<file path="src/rtl/tdc_therm_if.sv">
// Handshake and data bundle between the TDC thermometer encoder and its neighbours.
// master = the side that feeds snapshots and consumes results; slave = the encoder.
interface tdc_therm_if #(
  parameter int TAPS  = 64,
  parameter int OUT_W = 7
);
  logic             start_i;
  logic [TAPS-1:0]  therm_i;
  logic             therm_valid_i;
  logic [OUT_W-1:0] result_o;
  logic             result_valid_o;
  logic             result_ready_i;
  logic             busy_o;
  logic             overflow_o;
  logic             bubble_err_o;
  logic             clear_i;

  modport master (
    output start_i, therm_i, therm_valid_i, result_ready_i, clear_i,
    input  result_o, result_valid_o, busy_o, overflow_o, bubble_err_o
  );

  modport slave (
    input  start_i, therm_i, therm_valid_i, result_ready_i, clear_i,
    output result_o, result_valid_o, busy_o, overflow_o, bubble_err_o
  );
endinterface

</file>
<file path="src/rtl/tdc_therm_encoder.sv">
// TDC thermometer encoder: snapshot capture, 3-tap majority bubble correction,
// first-zero encoding, averaging of 2**AVG_LOG2 codes and valid/ready result hand-off.
module tdc_therm_encoder #(
  parameter int TAPS     = 64,
  parameter int OUT_W    = 7,
  parameter int AVG_LOG2 = 2
) (
  input  logic          clk,
  input  logic          rst,
  tdc_therm_if.slave    bus
);
  localparam int N     = 1 << AVG_LOG2;
  localparam int CNT_W = AVG_LOG2 + 1;
  localparam int ACC_W = OUT_W + AVG_LOG2;

  typedef enum logic [1:0] {
    IDLE  = 2'd0,
    ACCUM = 2'd1,
    DONE  = 2'd2
  } state_t;

  state_t              state_r;
  state_t              state_nxt_s;
  logic                busy_nxt_s;
  logic                valid_nxt_s;
  logic                busy_r;
  logic                result_valid_r;

  logic                start_s;
  logic                accept_s;
  logic                last_s;
  logic [TAPS-1:0]     snap_r;
  logic                snap_vld_r;
  logic [CNT_W-1:0]    in_cnt_r;

  logic [TAPS+1:0]     ext_s;
  logic [TAPS-1:0]     maj_s;
  logic [OUT_W-1:0]    code_s;
  logic                bubble_s;
  logic                found_s;
  logic [OUT_W-1:0]    code_r;
  logic                code_vld_r;

  logic [ACC_W-1:0]    acc_r;
  logic [ACC_W-1:0]    sum_s;
  logic [CNT_W-1:0]    acc_cnt_r;
  logic [OUT_W-1:0]    result_r;
  logic                overflow_r;
  logic                bubble_err_r;

  // 3-input majority vote used by the bubble corrector.
  function automatic logic maj3(input logic a, input logic b, input logic c);
    return (a & b) | (a & c) | (b & c);
  endfunction

  assign start_s  = (state_r == IDLE) && bus.start_i;
  assign accept_s = bus.therm_valid_i && (state_r == ACCUM) && (in_cnt_r < CNT_W'(N));
  assign last_s   = code_vld_r && (state_r == ACCUM) && (acc_cnt_r == CNT_W'(N - 1));
  assign sum_s    = acc_r + ACC_W'(code_r);

  // State register plus registered handshake/busy outputs decoded from next state.
  always_ff @(posedge clk or posedge rst) begin
    if (rst) begin
      state_r        <= IDLE;
      busy_r         <= 1'b0;
      result_valid_r <= 1'b0;
    end else begin
      state_r        <= state_nxt_s;
      busy_r         <= busy_nxt_s;
      result_valid_r <= valid_nxt_s;
    end
  end

  // Next-state logic: start only from IDLE, DONE after the N-th code, IDLE on transfer.
  always_comb begin
    state_nxt_s = state_r;
    case (state_r)
      IDLE: begin
        if (bus.start_i) state_nxt_s = ACCUM;
        else             state_nxt_s = IDLE;
      end
      ACCUM: begin
        if (last_s) state_nxt_s = DONE;
        else        state_nxt_s = ACCUM;
      end
      DONE: begin
        if (bus.result_ready_i) state_nxt_s = IDLE;
        else                    state_nxt_s = DONE;
      end
      default: state_nxt_s = IDLE;
    endcase
  end

  // Output decode of the upcoming state so busy/valid come straight from flops.
  always_comb begin
    busy_nxt_s  = 1'b0;
    valid_nxt_s = 1'b0;
    case (state_nxt_s)
      IDLE:    begin busy_nxt_s = 1'b0; valid_nxt_s = 1'b0; end
      ACCUM:   begin busy_nxt_s = 1'b1; valid_nxt_s = 1'b0; end
      DONE:    begin busy_nxt_s = 1'b1; valid_nxt_s = 1'b1; end
      default: begin busy_nxt_s = 1'b0; valid_nxt_s = 1'b0; end
    endcase
  end

  // Stage 1: capture accepted snapshots and count them against the per-measurement budget.
  always_ff @(posedge clk or posedge rst) begin
    if (rst) begin
      snap_r     <= {TAPS{1'b0}};
      snap_vld_r <= 1'b0;
      in_cnt_r   <= {CNT_W{1'b0}};
    end else begin
      snap_vld_r <= accept_s;
      if (accept_s) begin
        snap_r   <= bus.therm_i;
        in_cnt_r <= in_cnt_r + CNT_W'(1);
      end else if (start_s) begin
        in_cnt_r <= {CNT_W{1'b0}};
      end else begin
        in_cnt_r <= in_cnt_r;
      end
    end
  end

  // Majority-corrected vector; the line is padded with a 1 below tap 0 and a 0 above the top tap.
  always_comb begin
    ext_s = {1'b0, snap_r, 1'b1};
    maj_s = {TAPS{1'b0}};
    for (int i = 0; i < TAPS; i++) begin
      maj_s[i] = maj3(ext_s[i], ext_s[i+1], ext_s[i+2]);
    end
  end

  // Encoder: first zero gives the code; any one above it marks a residual bubble.
  always_comb begin
    code_s   = OUT_W'(TAPS);
    bubble_s = 1'b0;
    found_s  = 1'b0;
    for (int i = 0; i < TAPS; i++) begin
      if (found_s) begin
        bubble_s = bubble_s | maj_s[i];
      end else if (!maj_s[i]) begin
        code_s  = OUT_W'(i);
        found_s = 1'b1;
      end else begin
        found_s = 1'b0;
      end
    end
  end

  // Stage 2: register the code for the accumulator.
  always_ff @(posedge clk or posedge rst) begin
    if (rst) begin
      code_r     <= {OUT_W{1'b0}};
      code_vld_r <= 1'b0;
    end else begin
      code_vld_r <= snap_vld_r;
      if (snap_vld_r) code_r <= code_s;
      else            code_r <= code_r;
    end
  end

  // Sticky flags: a set event in the same cycle as clear_i keeps the flag high.
  always_ff @(posedge clk or posedge rst) begin
    if (rst) begin
      overflow_r   <= 1'b0;
      bubble_err_r <= 1'b0;
    end else begin
      if (snap_vld_r && (code_s == OUT_W'(TAPS))) overflow_r <= 1'b1;
      else if (bus.clear_i)                       overflow_r <= 1'b0;
      else                                        overflow_r <= overflow_r;
      if (snap_vld_r && bubble_s) bubble_err_r <= 1'b1;
      else if (bus.clear_i)       bubble_err_r <= 1'b0;
      else                        bubble_err_r <= bubble_err_r;
    end
  end

  // Stage 3: accumulate codes; the N-th code produces the truncated average.
  always_ff @(posedge clk or posedge rst) begin
    if (rst) begin
      acc_r     <= {ACC_W{1'b0}};
      acc_cnt_r <= {CNT_W{1'b0}};
      result_r  <= {OUT_W{1'b0}};
    end else begin
      if (start_s) begin
        acc_r     <= {ACC_W{1'b0}};
        acc_cnt_r <= {CNT_W{1'b0}};
      end else if (code_vld_r && (state_r == ACCUM)) begin
        acc_r     <= sum_s;
        acc_cnt_r <= acc_cnt_r + CNT_W'(1);
      end else begin
        acc_r     <= acc_r;
        acc_cnt_r <= acc_cnt_r;
      end
      if (last_s) result_r <= sum_s[ACC_W-1:AVG_LOG2];
      else        result_r <= result_r;
    end
  end

  assign bus.result_o       = result_r;
  assign bus.result_valid_o = result_valid_r;
  assign bus.busy_o         = busy_r;
  assign bus.overflow_o     = overflow_r;
  assign bus.bubble_err_o   = bubble_err_r;
endmodule

</file>
<file path="src/flat_wrapper.sv">
// flat-port wrapper written by rule: the top's interface ports become plain ports
module tdc_therm_encoder_flat 
#(
  parameter int TAPS     = 64,
  parameter int OUT_W    = 7,
  parameter int AVG_LOG2 = 2
)
  (clk, rst, bus_start_i, bus_therm_i, bus_therm_valid_i, bus_result_ready_i, bus_clear_i, bus_result_o, bus_result_valid_o, bus_busy_o, bus_overflow_o, bus_bubble_err_o);
  tdc_therm_if #(.TAPS(TAPS), .OUT_W(OUT_W)) bus_i ();
  input  logic clk;
  input  logic rst;
  input wire logic [$bits(bus_i.start_i)-1:0] bus_start_i;
  input wire logic [$bits(bus_i.therm_i)-1:0] bus_therm_i;
  input wire logic [$bits(bus_i.therm_valid_i)-1:0] bus_therm_valid_i;
  input wire logic [$bits(bus_i.result_ready_i)-1:0] bus_result_ready_i;
  input wire logic [$bits(bus_i.clear_i)-1:0] bus_clear_i;
  output wire logic [$bits(bus_i.result_o)-1:0] bus_result_o;
  output wire logic [$bits(bus_i.result_valid_o)-1:0] bus_result_valid_o;
  output wire logic [$bits(bus_i.busy_o)-1:0] bus_busy_o;
  output wire logic [$bits(bus_i.overflow_o)-1:0] bus_overflow_o;
  output wire logic [$bits(bus_i.bubble_err_o)-1:0] bus_bubble_err_o;
  assign bus_i.start_i = bus_start_i;
  assign bus_i.therm_i = bus_therm_i;
  assign bus_i.therm_valid_i = bus_therm_valid_i;
  assign bus_i.result_ready_i = bus_result_ready_i;
  assign bus_i.clear_i = bus_clear_i;
  assign bus_result_o = bus_i.result_o;
  assign bus_result_valid_o = bus_i.result_valid_o;
  assign bus_busy_o = bus_i.busy_o;
  assign bus_overflow_o = bus_i.overflow_o;
  assign bus_bubble_err_o = bus_i.bubble_err_o;
  tdc_therm_encoder #(.TAPS(TAPS), .OUT_W(OUT_W), .AVG_LOG2(AVG_LOG2)) u_core (.clk(clk), .rst(rst), .bus(bus_i));
endmodule
</file>
<file path="config.mk">
export PLATFORM = sky130hd
export DESIGN_NAME = tdc_therm_encoder_flat
export DESIGN_NICKNAME = d
export VERILOG_FILES = /design/src/rtl/tdc_therm_if.sv /design/src/rtl/tdc_therm_encoder.sv /design/src/flat_wrapper.sv
export SDC_FILE = /design/constraint.sdc
export NUM_CORES = 1
export LEC_CHECK = 0
export CAP_MARGIN = 10
export CORE_MARGIN = 10
export CORE_UTILIZATION = 50
export CTS_CLUSTER_DIAMETER = 60
export DETAILED_ROUTE_END_ITERATION = 10
export PLACE_DENSITY = 0.75
export SLEW_MARGIN = 30
export SYNTH_ARGS = -nofsm -noshare
export SYNTH_HDL_FRONTEND = slang
export SYNTH_SLANG_ARGS = --single-unit
</file>
<file path="constraint.sdc">
create_clock -name clk -period 8.4 [get_ports clk]
set_input_delay 1.68 -clock clk [delete_from_list [all_inputs] [get_ports clk]]
set_output_delay 1.68 -clock clk [all_outputs]
set_load 0.03 [all_outputs]
</file>
After elaboration in Yosys (flattened, before gate mapping)
Index checks and enable logic that the tools add are counted.
- bits in registers: 101
- output and inout bits: 11
- logic and storage cells: 678
- bits in latches: 0
- bits of input ports: 70
- bits in read-only memories: 0
- memory bits (writable): 0
- memories kept: 0
- shifts and indexed selects: 0
- bitwise logic cells: 313
- divide/modulo/power cells: 0
- reduce and logical (&&, ||, !) cells: 13
- add/subtract/negate cells: 3
- muxes and demuxes: 329
- multiply operators: 0
- equal/unequal tests: 6
- magnitude comparators: 1
- operators with widths (cell ; number):
    $mux 7 ; 127
    $mux 1 ; 193
    $or 1x1->1 ; 188
    $and 1x1->1 ; 125
    $mux 9 ; 2
    $mux 3 ; 4
    $add 9x7->9 ; 1
    $reduce_bool 2->1 ; 4
    $eq 7x7->1 const B ; 1
    $logic_and 1x1->1 ; 7
    $add 3x1->3 const B ; 2
    $pmux 2 s3 ; 1
    $eq 2x1->1 const B ; 2
    $eq 2x2->1 const B ; 2
    $mux 2 ; 2
    $eq 3x2->1 const B ; 1
    $lt 3x3->1 const B ; 1
    $logic_not 2->1 ; 1
    $reduce_or 2->1 ; 1

Longest topological paths before layout
Gate-level depths: netlist of run 1.
- word-level depth: 132
- gate-level depth with buffers: 11
- mapped depth without buffers: 11

Least setup slack after synthesis of run 1
OpenSTA, ideal clock, no wires.
- path kind: input port to flip-flop
- start point: in bus_clear_i
- end point: reg u_core.bubble_err_r, in the netlist u_core.bus.bubble_err_o
- buffers on the path: 0
- data arrival time: 3.286 ns
- required time: 8.274 ns
- library setup time: 0.126 ns
- slack: 4.988 ns
- stages on the path: 8
- path through: nor2b_1 > or4_1 > a311oi_1 > nand4_1 > a221oi_2 > o2111ai_1 > a211o_1 > o32a_1
- cells in the longest elaborated chain, start to end: 1
- RTL lines (item ; line ; RTL):
    start: declaration ; flat_wrapper.sv:16 ; input wire logic [$bits(bus_i.clear_i)-1:0] bus_clear_i;
    $reduce_bool 2->1 (no source line) ; n/a ;
    end signal: assignment ; tdc_therm_encoder.sv:174 ; else bubble_err_r <= bubble_err_r;
    end: declaration ; tdc_therm_encoder.sv:49 ; logic bubble_err_r;
No other way between the ends.
A chain may end at the register's enable or synchronous reset.

Final worst setup path of run 1
Ends and elaborated chain as after synthesis.

==> results of run 1 <==
## metrics by stage
stage	cell area [µm²]	total power, mW	instances
finish	8492	3.568	1081
floorplan	7516	2.743	886
detailed placement	8180	3.108	1065
global route	8492	3.883	1081
CTS	8492	3.565	1081
global placement	8180	3.066	1065
## flip-flops by register name, summed over array words and instances (netlist names)
signal                     flops
u_core.acc_cnt_r               3
u_core.acc_r                   9
u_core.bus.bubble_err_o        1
u_core.bus.busy_o              1
u_core.bus.overflow_o          1
u_core.bus.result_o            7
u_core.bus.result_valid_o      1
u_core.code_r                  7
u_core.code_vld_r              1
u_core.in_cnt_r                3
u_core.snap_r                 64
u_core.snap_vld_r              1
u_core.state_r                 2
## tightest hold or removal path, cell delays in order (launching register included)
cell and delay, ps:
dfrtp_1 340, nand2_1 40, o21ai_0 60
## report_power, final
group	switching (mW)	internal (mW)	leakage (nW)	total, mW
combinational	0.901	0.894	1.89	1.79
sequential	0.625	0.710	1.22	1.34
clock	0.191	0.247	0.148	0.438
total	1.72	1.85	3.26	3.57
## worst max-delay path by stage
| stage | start | to | slack, ps | cells after the start |
|---|---|---|---|---|
| global placement | bus_clear_i | u_core.bus.bubble_err_o | 4290 | 9 |
| finish | bus_clear_i | u_core.bus.bubble_err_o | 4610 | 9 |
| CTS | bus_clear_i | u_core.bus.bubble_err_o | 4640 | 9 |
| floorplan | rst | u_core.acc_cnt_r[0] | 4070 | 1 |
| detailed placement | bus_clear_i | u_core.bus.bubble_err_o | 4290 | 9 |
| global route | bus_clear_i | u_core.bus.bubble_err_o | 4440 | 9 |
## area by class of cell
type | count | area, µm² | area share, %
multi-input cells | 663 | 4473 | 52.67
inverters | 35 | 133.9 | 1.577
repair buffers | 82 | 815.8 | 9.607
clock buffers | 11 | 252.7 | 2.976
clock inverters | 5 | 58.81 | 0.6925
flip-flops and latches | 101 | 2527 | 29.76
well taps | 184 | 230.2 | 2.711
## routing by layer
layer  track usage, %  wire, µm  vias up
met5                0         0        -
met2            27.17      8314      191
li1                 -         -     3283
met3            4.907      1071       20
met1            25.28      8616     3197
met4            4.235       221        0
## cell usage in the layout, fill, tap and decap left out, types with 5 or more instances in the layout
| cell type | Yosys | final |
|---|---|---|
| clkdlybuf4s50_1 | 0 | 80 |
| o21ai_0 | 68 | 68 |
| nand2_1 | 101 | 101 |
| mux2_2 | 55 | 55 |
| dfrtp_1 | 101 | 101 |
| mux2i_1 | 5 | 5 |
| a22o_1 | 11 | 11 |
| xnor2_1 | 17 | 17 |
| o221ai_1 | 11 | 11 |
| xor2_1 | 7 | 7 |
| nor3_1 | 9 | 9 |
| a22oi_1 | 7 | 7 |
| nand2b_1 | 18 | 18 |
| nand4_1 | 16 | 16 |
| nor3b_1 | 7 | 7 |
| a211oi_1 | 8 | 8 |
| a21oi_1 | 62 | 62 |
| a21o_1 | 8 | 8 |
| o22ai_1 | 9 | 9 |
| nand3_1 | 15 | 15 |
| o211ai_1 | 20 | 20 |
| o32ai_1 | 11 | 11 |
| inv_1 | 35 | 34 |
| clkbuf_16 | 0 | 9 |
| o21a_1 | 8 | 8 |
| nor2b_1 | 8 | 8 |
| ha_1 | 11 | 11 |
| a32oi_1 | 5 | 5 |
| nor2_1 | 58 | 58 |
| a31oi_1 | 17 | 17 |
## kinds of logic (layout without fill, tap and decap cells)
| logic type | after synthesis | in the layout | synth area share [%] |
|---|---|---|---|
| DFF | 101 | 101 | 33.63 |
| AOI/OAI and AO/OA | 301 | 301 | 27.77 |
| xor gates and xnor gates | 24 | 24 | 2.797 |
| adders and majority gates | 13 | 13 | 2.231 |
| and+or+nand+nor | 265 | 265 | 17.61 |
| buffers and inverters | 122 | 133 | 7.058 |
| muxes | 60 | 60 | 8.906 |
==> impl_results.md, run 1 <==
* Initial antenna violation count at 0
* Vias in the first global route at 5992
* Clock root buffer: clkbuf_16
* Crit-path slowest cell: clkdlybuf4s50_1
* Delay-heaviest family, CP: compound AO/OA/AOI/OAI gates
* Clock slew at reported path FFs at 70 ps
* Syn avg cell area at 8.483 µm²
* Full die area at 20340 µm²
* Final Max Tran Viols at 0
* Hold Crit Class: reg2reg
* Die Wd at 142.6 µm
* CTS Buf Count at 9
* First-pass DRT Iterations at 5
* Post-CTS Setup Bufs at 0
* Ratio of final minimum period to clock period at between 40% and 50%
* Final nets at 974
* Max_cap viols at 0
* Fmax at 0.2636 GHz
* Antenna cells at 0
* Fraction of registers with async set/reset at 100.0%
* Status: completed
* Cells on worst reg2reg path at 8
* First-pass GRT wire length at 30400 µm
* Final setup margin at between 4000 and 5000 ps
* Clock Path Buffers at 2
* Post-detailed-route DRC marker count at 0
* Core area at 14640 µm²
* Hold depth at 2
* CP Capture Type: flip-flop
* Fin Setup TNS at 0 ps
* WHS Endpoint: u_core.bus.result_o[5]
* Yosys warnings at 0
* Vias per cell at approximately 6.2
* DR vias at 6691
* Port Buf Inserts at 80
* Leak pwr at 3.255 nW
* Largest net degree at the start of global routing at 83
* Worst slack, placed at roughly 4300 ps
* Worst endpoint required time at 8650 ps
* WL per Instance at roughly 17 µm
* CP peak stage delay at 540 ps
* Largest cells by area after synthesis: dfrtp_1 34%, mux2_2 8.2%, nand2_1 5.0%
* Layout Skew at roughly 9.4 ps
* Hpwl dp at 13000 µm
* RePlAce Congestion at 0.8955
* Reg-to-reg startpoint: u_core.snap_r[8]
* Post-synth EDFFs at 0
* Slew @ Worst Pin at 895.1 ps
* Tmin final at 3794 ps
* Reg-to-reg endpoint: u_core.bus.bubble_err_o
* Worst reg2reg setup slack at between 5000 and 6000 ps
* FILL cells at 1318
* Syn Nets at 968
* Most common flop cell mapped by yosys: dfrtp_1
* CP Cell Sequence: clkdlybuf4s50_1, nor2b_1, or4_1, a311oi_1, nand4_1, a221oi_2, o2111ai_1, a211o_1, o32a_1
* Worst-Skew Late Latency at 360 ps
* Hold-fix buffer count after cts at 0
* Slew headroom at 40.33%
* Final Setup Violations at 0
* Unique cell type count in the Yosys netlist at 80
* Total track usage at 18.09%
* Mapped Cells at 886
* Critical path launch point type: input pin
* Detail Route Antenna Nets at 0
* CP arrival at 4040 ps
* Share of post-route cells with drive strength above 1 at 10.93%
* Sequential fraction of the synthesis area at 33.63%
* Final hold violations at 0
* # IOs at 81
* Initial DRC count at 605
* Row count at 44
* Fin util at 57.99%
* RSZ-0062 raised after global routing: false
* Sink Count at between 100 and 150
* Hold_ws at 482.3 ps
* Cts repair resizes at 0
* FF+latch count, synth at 101
* GRT overflow at 0
* Initial core utilization at around half
* Most instantiated cells after synthesis: 101 x dfrtp_1, 101 x nand2_1, 68 x o21ai_0
* PwrDens at about 420 nW/µm²
* CTS tree: yes
* Min-delay src: u_core.bus.result_o[5]
* Layout area overhead at 12.98%
* Maximum VDD drop at 0.0002177 V
* Die Y-Extent at 142.6 µm
* Post-Syn Area at 7516 µm²
* Critical path class: in2reg
* Synth top area share at 33.63%
* Biggest area consumer among synthesized cells: dfrtp_1
* Crit-path max FO at 2
* Buf/Inv on CP at 1
* Routed wire length at 18220 µm
* H-tree depth at 3
(Power assumes the default switching activity.)
==> run 2, diff against run 1 <==
clock period = 3.81 ns   (was 8.4 ns; I/O delays follow)
==> run 2 against run 1 <==
  * Flip-flop and latch count unchanged
  * Sequential share of layout area down 0.12 points
  * Design area up 0.40%
  * Critical path depth down 1
  * Sequential power up 120%
  * Worst setup slack worse by 3800 ps
  * Register-to-register slack worse by 4600 ps
  * Combinational power up 120%
  * Cell count about the same
  * Power up 120%
  * Clock skew down 3.9 ps
  * Die area unchanged
==> impl_results.md, run 2 (same netlist as run 1, synthesis figures left out) <==
* Biggest regs: u_core.snap_r (64), u_core.acc_r (9)
* Critical path class: reg2reg
* Buf/Inv on CP at 0
* Antenna cells at 0
* RePlAce Congestion at 0.8870
* Reg with most FFs: u_core.snap_r
* Hpwl dp at 13090 µm
* Full die area at 20340 µm²
* Port Buf Inserts at 80
* Initial antenna violation count at 0
* Detail Route Antenna Nets at 0
* Worst endpoint required time at 4050 ps
* Die Y-Extent at about 140 µm
* Layout Skew at ~5.5 ps
* Maximum VDD drop at around 0.0005 V
* Leak pwr at 3.278 nW
* Core area at 14640 µm²
* Max_cap viols at 0
* Tmin final at around 3000 ps
* Hold_ws at 482.8 ps
* Clock slew at reported path FFs at 70 ps
* Final Max Tran Viols at 0
* Power, Total at 7.959 mW
* Vias in the first global route at around 6100
* Initial DRC count at approximately 570
* Row count at 44
* RSZ-0062 raised after global routing: false
* Clock root buffer: clkbuf_16
* First-pass GRT wire length at 30820 µm
* Fin util at between 50% and 60%
* Crit-path max FO at 18
* Final nets at approximately 980
* Final hold violations at 0
* Hold depth at 2
* Final Setup Violations at 0
* Status: completed
* Worst slack, placed at 592.7 ps
* CP Capture Type: flip-flop
* Routed wire length at 18400 µm
* Crit-path slowest cell: dfrtp_1
* Total track usage at between 15 and 20%
* Hold Crit Class: reg2reg
* Cts repair resizes at 0
* Worst reg2reg setup slack at 790 ps
* CP arrival at 3270 ps
* Hold-fix buffer count after cts at 0
* Post-CTS Setup Bufs at 0
* DR vias at 6652
* Reg-to-reg startpoint: u_core.snap_r[8]
* Cells on worst reg2reg path at 8
* Largest register FFs at 64
* Post-detailed-route DRC marker count at 0
* PwrDens at between 900 and 1000 nW/µm²
* # IOs at 81
* Delay-heaviest family, CP: simple AND/OR/NAND/NOR gates
* Fin Setup TNS at 0 ps
* Share of post-route cells with drive strength above 1 at 10.91%
* First-pass DRT Iterations at 7
* Reg-to-reg endpoint: u_core.bus.bubble_err_o
* Die Wd at 142.6 µm
* WHS Endpoint: u_core.bus.result_o[6]
* Final setup margin at 785.9 ps
* Slew @ Worst Pin at 712.2 ps
* Slew headroom at 52.52%
* CP Cell Sequence: nand2_1, o221ai_4, nand4_4, nand4b_4, or4_4, o21ai_1, o211ai_1, o32a_1
* Worst-Skew Late Latency at 360 ps
* Commonest cells after routing, fill and taps aside: 101 x nand2_1, 101 x dfrtp_1, 80 x clkdlybuf4s50_1
* Largest net degree at the start of global routing at roughly 100
* Critical path launch point type: flip-flop
* H-tree depth at 3
* Vias per cell at roughly 6.1
* Layout area overhead at 13.43%
* Clock Path Buffers at 2
* Fmax at about 0.33 GHz
* CTS Buf Count at 9
* Initial core utilization at roughly half
* Ratio of final minimum period to clock period at 79.37%
* FILL cells at 1328
* Min-delay src: u_core.bus.result_o[6]
* Sink Count at 101
* GRT overflow at 0
* CTS tree: yes
* WL per Instance at 17.01 µm
* CP peak stage delay at 700 ps
run 2: cell count changes in the layout (fill, tap and decap cells not counted):
cell	change
clkinvlp_4	-2
buf_12	+1
bufinv_16	+1
clkbuf_1	+1
clkbuf_8	-1
inv_6	+1
run 2: how the worst max path moves through the flow:
stage                          start                      end  slack (ps)  cells past startpoint
floorplan                        rst      u_core.acc_cnt_r[0]         400                      1
global placement         bus_clear_i  u_core.bus.bubble_err_o         620                      9
detailed placement       bus_clear_i  u_core.bus.bubble_err_o         590                      9
CTS                 u_core.snap_r[8]  u_core.bus.bubble_err_o         830                      8
global route        u_core.snap_r[8]  u_core.bus.bubble_err_o         640                      8
finish              u_core.snap_r[8]  u_core.bus.bubble_err_o         790                      8
run 2: routing by layer:
layer | track usage [%] | routed length [µm]
met5 | 0 | 0
met3 | 4.640 | 1010
met2 | 27.61 | 8342
met4 | 4.397 | 262
met1 | 25.75 | 8785
run 2: worst register-to-register path, cell delays in order, from the launching register on:
cell and delay, ps:
dfrtp_1 700, nand2_1 270, o221ai_4 290, nand4_4 170, nand4b_4 300, or4_4 520
o21ai_1 180, o211ai_1 120, o32a_1 350
run 2: power by group:
part	switching (mW)	total, mW	internal [mW]	leakage, nW
logic	2.02	4.00	1.98	1.90
clock network	0.421	1.02	0.596	0.160
registers	1.38	2.95	1.57	1.22
run 2: final cells by class:
class	instances	area [µm²]	share of cell area, %
Sequential cell	101	2527	29.64
Clock inverter	5	82.58	0.9686
Clock buffer	11	242.7	2.847
Inverter	35	133.9	1.570
Multi-Input combinational cell	663	4473	52.47
Tap cell	184	230.2	2.700
Timing Repair Buffer	83	835.8	9.803
run 2: per-stage QoR:
step / instances / cell area [µm²]
detailed placement: 1066 / 8200
CTS: 1082 / 8526
finish: 1082 / 8526
global placement: 1066 / 8200
global route: 1082 / 8526
floorplan: 886 / 7516
==> edit 1, RTL diff (settings of run 1) <==
`TAPS` is set to 64 in 3 places; all go to 32.
--- a/src/rtl/tdc_therm_if.sv
+++ b/src/rtl/tdc_therm_if.sv
@@ -1,7 +1,7 @@
 // Handshake and data bundle between the TDC thermometer encoder and its neighbours.
 // master = the side that feeds snapshots and consumes results; slave = the encoder.
 interface tdc_therm_if #(
-  parameter int TAPS  = 64,
+  parameter int TAPS  = 32,
   parameter int OUT_W = 7
 );
   logic             start_i;
--- a/src/rtl/tdc_therm_encoder.sv
+++ b/src/rtl/tdc_therm_encoder.sv
@@ -1,7 +1,7 @@
 // TDC thermometer encoder: snapshot capture, 3-tap majority bubble correction,
 // first-zero encoding, averaging of 2**AVG_LOG2 codes and valid/ready result hand-off.
 module tdc_therm_encoder #(
-  parameter int TAPS     = 64,
+  parameter int TAPS     = 32,
   parameter int OUT_W    = 7,
   parameter int AVG_LOG2 = 2
 ) (
--- a/src/flat_wrapper.sv
+++ b/src/flat_wrapper.sv
@@ -1,7 +1,7 @@
 // flat-port wrapper written by rule: the top's interface ports become plain ports
 module tdc_therm_encoder_flat 
 #(
-  parameter int TAPS     = 64,
+  parameter int TAPS     = 32,
   parameter int OUT_W    = 7,
   parameter int AVG_LOG2 = 2
 )
Interface: changed (resized bus_therm_i); port bits go from 81 to 49. The function was not compared with the original's and may differ.
==> edit 1 against run 1 <==
Clock skew rose by 0.0025 ns. Area after synthesis fell by 39%. First-iteration DRC count fell by 57%. Worst hold slack improved by 0.0013 ns. Setup slack improved by 0.069 ns. Cell area fell by 38%. Register-to-register slack improved by 0.19 ns. Sequential cell count fell by 33. Routed wire length fell by 41%. Synthesized cell count fell by 40%. Power fell by 40%. Cell count fell by 39%. Core utilization rose by 1.3 points. Count of clock-buffer cells in the layout did not move. Critical path type unchanged.
==> edit 1: results <==
group,metric,value,unit
outcome,status,"finished clean",
power_and_ir_drop,power_frac_comb,48.1,%
global_route,grtUsageMet2,25.5,%
drt,wl_met2,5150,µm
clock_tree,post_cts_resized,0,
drt,dr.pass1.iters,5,
global_route,met1_usage,21.9,%
logic_synthesis,netlist_instances,536,
drt,vias_per_cell,6.07,
drt,drcViolationCount,0,
logic_synthesis,synth_warnings,0,
worst_setup_path,arrival,3.96,ns
worst_setup_path,cp_slowest_cell,"clkdlybuf4s50_1",
power_and_ir_drop,ir_drop,198,µV
global_route,grt_pass1_wl,18200,µm
global_route,grt_usage,16.3,%
power_and_ir_drop,power.leakage,0.00213,µW
sta,slew_headroom,42.8,%
global_route,grt_pass1_vias,3720,
logic_synthesis,synth_area_leaders,"dfrtp_1, mux2_2, o21ai_0",
clock_tree,root_buffer,"clkbuf_8",
drt,drt_iter0_markers,259,
drt,wl,10800,µm
drt,wl_met1,4880,µm
place,place_hpwl,7490,µm
logic_synthesis,syn-num-nets,585,
drt,routed.top_layer,"met4",
place,place.gp.congestion,0.889,
logic_synthesis,synth_commonest_cells,"dfrtp_1, nand2_1, o21ai_0",
logic_synthesis,ys_types,64,
drt,route.met3.wl,499,µm
global_route,grt_max_degree,69,
finish,largest_reg_flops,32,
power_and_ir_drop,p_seq_share,37.0,%
finish,nFillCells,778,
finish,layout-drive-gt1-share,9.76,%
logic_synthesis,ys_seq_area_share,36.9,%
worst_setup_path,crit_family,"compound AO/OA/AOI/OAI gates",
place,port_buffers,48,
sta,finClkSkew,0.0119,ns
worst_setup_path,max_stage_delay,0.54,ns
finish,final_cells,661,
global_route,met3_usage,3.15,%
place,place_inst,645,
power_and_ir_drop,p_switching,986,µW
clock_tree,cts.clk_slew.worst_paths,0.08,ns
finish,finalNetCount,597,
[edit 1: logic make-up after synthesis]
kind of cell	after synthesis	synth area share, %
buffers and inverters	73	7.00
adder cells (fa/ha/maj)	11	3.15
XOR/XNOR	16	3.04
AO/OA/AOI/OAI	177	25.6
multiplexers	31	7.49
AND/OR/NAND/NOR	160	16.8
flip-flops	68	36.9
[edit 1: per-stage QoR]
stage	cell area (µm²)	power, µW	utilization [%]	setup WS [ns]	hold slack (ns)
finish	5250	2130	59.3	4.67	0.484
global placement	5010	1770	56.6	4.56	0.462
global route	5250	2330	59.3	4.49	0.511
CTS	5250	2140	59.3	4.69	0.489
detailed placement	5010	1800	56.6	4.34	0.470
floorplan	4610	1590	-	5.01	0.405
[edit 1: final cells by class]
class	count	area [µm²]	area share (%)
Clock inverter	5	83.8	1.60
Clock buffer	11	151	2.89
Inverter	24	90.1	1.72
Multi-Input combinational cell	395	2590	49.3
Timing Repair Buffer	50	495	9.44
Sequential cell	68	1700	32.4
Tap cell	108	135	2.58
[edit 1: path summary, 6_finish.rpt]
kind                                                     from                                  end  slack [ns]  cells after the start
hold / removal             u_core.bus.result_o[6]$_DFFE_PP0P_   u_core.bus.result_o[6]$_DFFE_PP0P_        0.48                      2
hold reg to reg            u_core.bus.result_o[6]$_DFFE_PP0P_   u_core.bus.result_o[6]$_DFFE_PP0P_        0.48                      2
setup / recovery                                  bus_clear_i  u_core.bus.bubble_err_o$_DFFE_PP0P_        4.67                      8
setup reg to reg                 u_core.snap_r[3]$_DFFE_PP0P_  u_core.bus.bubble_err_o$_DFFE_PP0P_        5.53                      7
max in group asynchronous                                 rst        u_core.snap_r[28]$_DFFE_PP0P_        5.93                      3
min in group asynchronous                                 rst         u_core.snap_r[6]$_DFFE_PP0P_        1.90                      3
==> edit 2, RTL diff (settings of run 1) <==
Made on the original files. Reset style: synchronous (`rst`), changed in 5 clocked blocks.
--- a/src/rtl/tdc_therm_encoder.sv
+++ b/src/rtl/tdc_therm_encoder.sv
@@ -59,7 +59,7 @@
   assign sum_s    = acc_r + ACC_W'(code_r);
 
   // State register plus registered handshake/busy outputs decoded from next state.
-  always_ff @(posedge clk or posedge rst) begin
+  always_ff @(posedge clk) begin
     if (rst) begin
       state_r        <= IDLE;
       busy_r         <= 1'b0;
@@ -104,7 +104,7 @@
   end
 
   // Stage 1: capture accepted snapshots and count them against the per-measurement budget.
-  always_ff @(posedge clk or posedge rst) begin
+  always_ff @(posedge clk) begin
     if (rst) begin
       snap_r     <= {TAPS{1'b0}};
       snap_vld_r <= 1'b0;
@@ -149,7 +149,7 @@
   end
 
   // Stage 2: register the code for the accumulator.
-  always_ff @(posedge clk or posedge rst) begin
+  always_ff @(posedge clk) begin
     if (rst) begin
       code_r     <= {OUT_W{1'b0}};
       code_vld_r <= 1'b0;
@@ -161,7 +161,7 @@
   end
 
   // Sticky flags: a set event in the same cycle as clear_i keeps the flag high.
-  always_ff @(posedge clk or posedge rst) begin
+  always_ff @(posedge clk) begin
     if (rst) begin
       overflow_r   <= 1'b0;
       bubble_err_r <= 1'b0;
@@ -176,7 +176,7 @@
   end
 
   // Stage 3: accumulate codes; the N-th code produces the truncated average.
-  always_ff @(posedge clk or posedge rst) begin
+  always_ff @(posedge clk) begin
     if (rst) begin
       acc_r     <= {ACC_W{1'b0}};
       acc_cnt_r <= {CNT_W{1'b0}};
Check against the original RTL: differs if rst is asserted again (counterexample within 4 cycles, from zero or initial values and one cycle with rst high); with rst held inactive, the same outputs for 4 cycles.
==> edit 2 against run 1 <==
Routed wire length up 1.5%. Area after synthesis shrank 0.58%. Setup slack gained 0.55 ns. Highest routed layer unchanged. Cell area is 0.93% lower. Sequential cell count stayed put. Maximum frequency increased by 17%.
Power is left out: it rests on default switching activity, and per cell area and clock period it moved more than threefold.
==> edit 2: results <==
group,metric,value,unit
place,place.gp.congestion,0.900,
clock_tree,h-tree-depth,3,
logic_synthesis,ys_types,87,
worst_setup_path,crit_family,"compound AO/OA/AOI/OAI gates",
clock_tree,cts.clk_slew.worst_paths,0.07,ns
logic_synthesis,ys_async_sr_fraction,0,%
finish,layout-drive-gt1-share,4.20,%
outcome,status,"finished clean",
global_route,grt_max_degree,93,
clock_tree,numCtsBuffers,9,
min_path,hold_depth,2,
logic_synthesis,synth_top_cell_by_area,"dfxtp_1",
worst_setup_path,r2r-start,"u_core.snap_r[23]$_SDFFE_PP0P_",
drt,routedWlPerCell,14.5,µm
worst_setup_path,r2r_end,"u_core.bus.bubble_err_o$_SDFFE_PP0P_",
global_route,grt_usage,18.1,%
global_route,grt_pass1_vias,6589,
worst_setup_path,max_stage_delay,0.68,ns
min_path,hold_path_startpoint,"u_core.bus.result_o[2]$_SDFFE_PP0P_",
global_route,grt_pass1_wl,31600,µm
drt,vias,7490,
drt,dr.pass1.iters,5,
global_route,antenna_found_initial,0,
sta,slew_headroom,35.0,%
min_path,hp-class,"register to register",
worst_setup_path,arrival,3.50,ns
logic_synthesis,syn-num-nets,1177,
clock_tree,clkLatencyLatePin,0.37,ns
worst_setup_path,rrSetupSlack,5.15,ns
clock_tree,root_buffer,"clkbuf_16",
logic_synthesis,synth_area_leaders,"dfxtp_1, nand2_1, a21oi_1",
finish,reg_top3,"u_core.snap_r (64), u_core.acc_r (9)",
place,place_hpwl,12900,µm
logic_synthesis,ys_seq_area_share,27.1,%
drt,drt_iter0_markers,631,
clock_tree,cts_setup_buffers,0,
clock_tree,post_cts_resized,0,
min_path,holdPathEnd,"u_core.bus.result_o[2]$_SDFFE_PP0P_",
place,port_buffers,80,
logic_synthesis,synth_warnings,0,
sta,finClkSkew,0.0108,ns
finish,diodes,0,
logic_synthesis,synth_commonest_cells,"nand2_1, a21oi_1, dfxtp_1",
worst_setup_path,path_max_fanout,19,
worst_setup_path,cp_slowest_cell,"dfxtp_1",
## edit 2: cell types whose count changed after synthesis, moves of 23 or more
cell,change
nor2_1,+23
a21oi_1,+97
dfxtp_1,+101
nand2_1,+131
mux2_2,-53
dfrtp_1,-101
## edit 2: through the flow
| stage | cell area, µm² | setup slack (ns) | instances | utilization, % | hold slack (ns) |
|---|---|---|---|---|---|
| after CTS | 8410 | 5.21 | 1278 | 57.7 | 0.456 |
| after global placement | 8090 | 5.05 | 1262 | 55.4 | 0.442 |
| after detailed placement | 8090 | 4.98 | 1262 | 55.4 | 0.446 |
| final | 8410 | 5.15 | 1278 | 57.7 | 0.452 |
| after floorplan | 7470 | 5.74 | 1095 | - | 0.440 |
| after global routing | 8410 | 4.90 | 1278 | 57.7 | 0.479 |
## edit 2: logic make-up (layout without fill, tap and decap cells)
| family | Yosys count | count (layout) | synth area share, % |
|---|---|---|---|
| AOI/OAI and AO/OA | 367 | 367 | 31.0 |
| xor gates and xnor gates | 26 | 26 | 3.05 |
| DFF | 101 | 101 | 27.1 |
| and+or+nand+nor | 456 | 456 | 28.7 |
| buffers and inverters | 126 | 125 | 7.13 |
| muxes | 4 | 4 | 0.569 |
| adders and majority gates | 15 | 15 | 2.51 |
## edit 2: final cells by class
type	instances	area [µm²]
Fill cell	1407	6180
Multi-Input combinational cell	868	4920
Clock buffer	12	246
Timing Repair Buffer	83	818
Inverter	26	97.6
Sequential cell	101	2020
Clock inverter	4	80.1
Tap cell	184	230
## edit 2: metal layers
layer	vias up	track usage (%)	share of wire, %
met4	0	6.29	1.8
met3	28	3.74	4.7
li1	3897	-	-
met5	-	0	0
met2	161	27.5	45
met1	3404	24.6	49
## edit 2: how the worst max path moves through the flow
stage | slack, ns | startpoint | cells after the start | end
2_1_floorplan | 5.74 | rst | 4 | u_core.bus.overflow_o$_SDFFE_PP0P_
3_3_place_gp | 5.05 | bus_therm_valid_i | 6 | u_core.in_cnt_r[0]$_SDFFE_PP0P_
3_5_place_dp | 4.98 | bus_therm_valid_i | 6 | u_core.in_cnt_r[1]$_SDFFE_PP0P_
4_1_cts | 5.21 | u_core.snap_r[23]$_SDFFE_PP0P_ | 8 | u_core.code_r[1]$_SDFFE_PP0P_
5_1_grt | 4.90 | u_core.snap_r[23]$_SDFFE_PP0P_ | 8 | u_core.code_r[1]$_SDFFE_PP0P_
6_report | 5.15 | u_core.snap_r[23]$_SDFFE_PP0P_ | 8 | u_core.bus.bubble_err_o$_SDFFE_PP0P_
## edit 2: worst reg2reg max path, delay by kind of cell, from the launching register on
family / cells / cell delay (ns)
AND/OR/NAND/NOR: 2 / 1.08
AO/OA/AOI/OAI: 6 / 1.38
flip-flops: 1 / 0.68
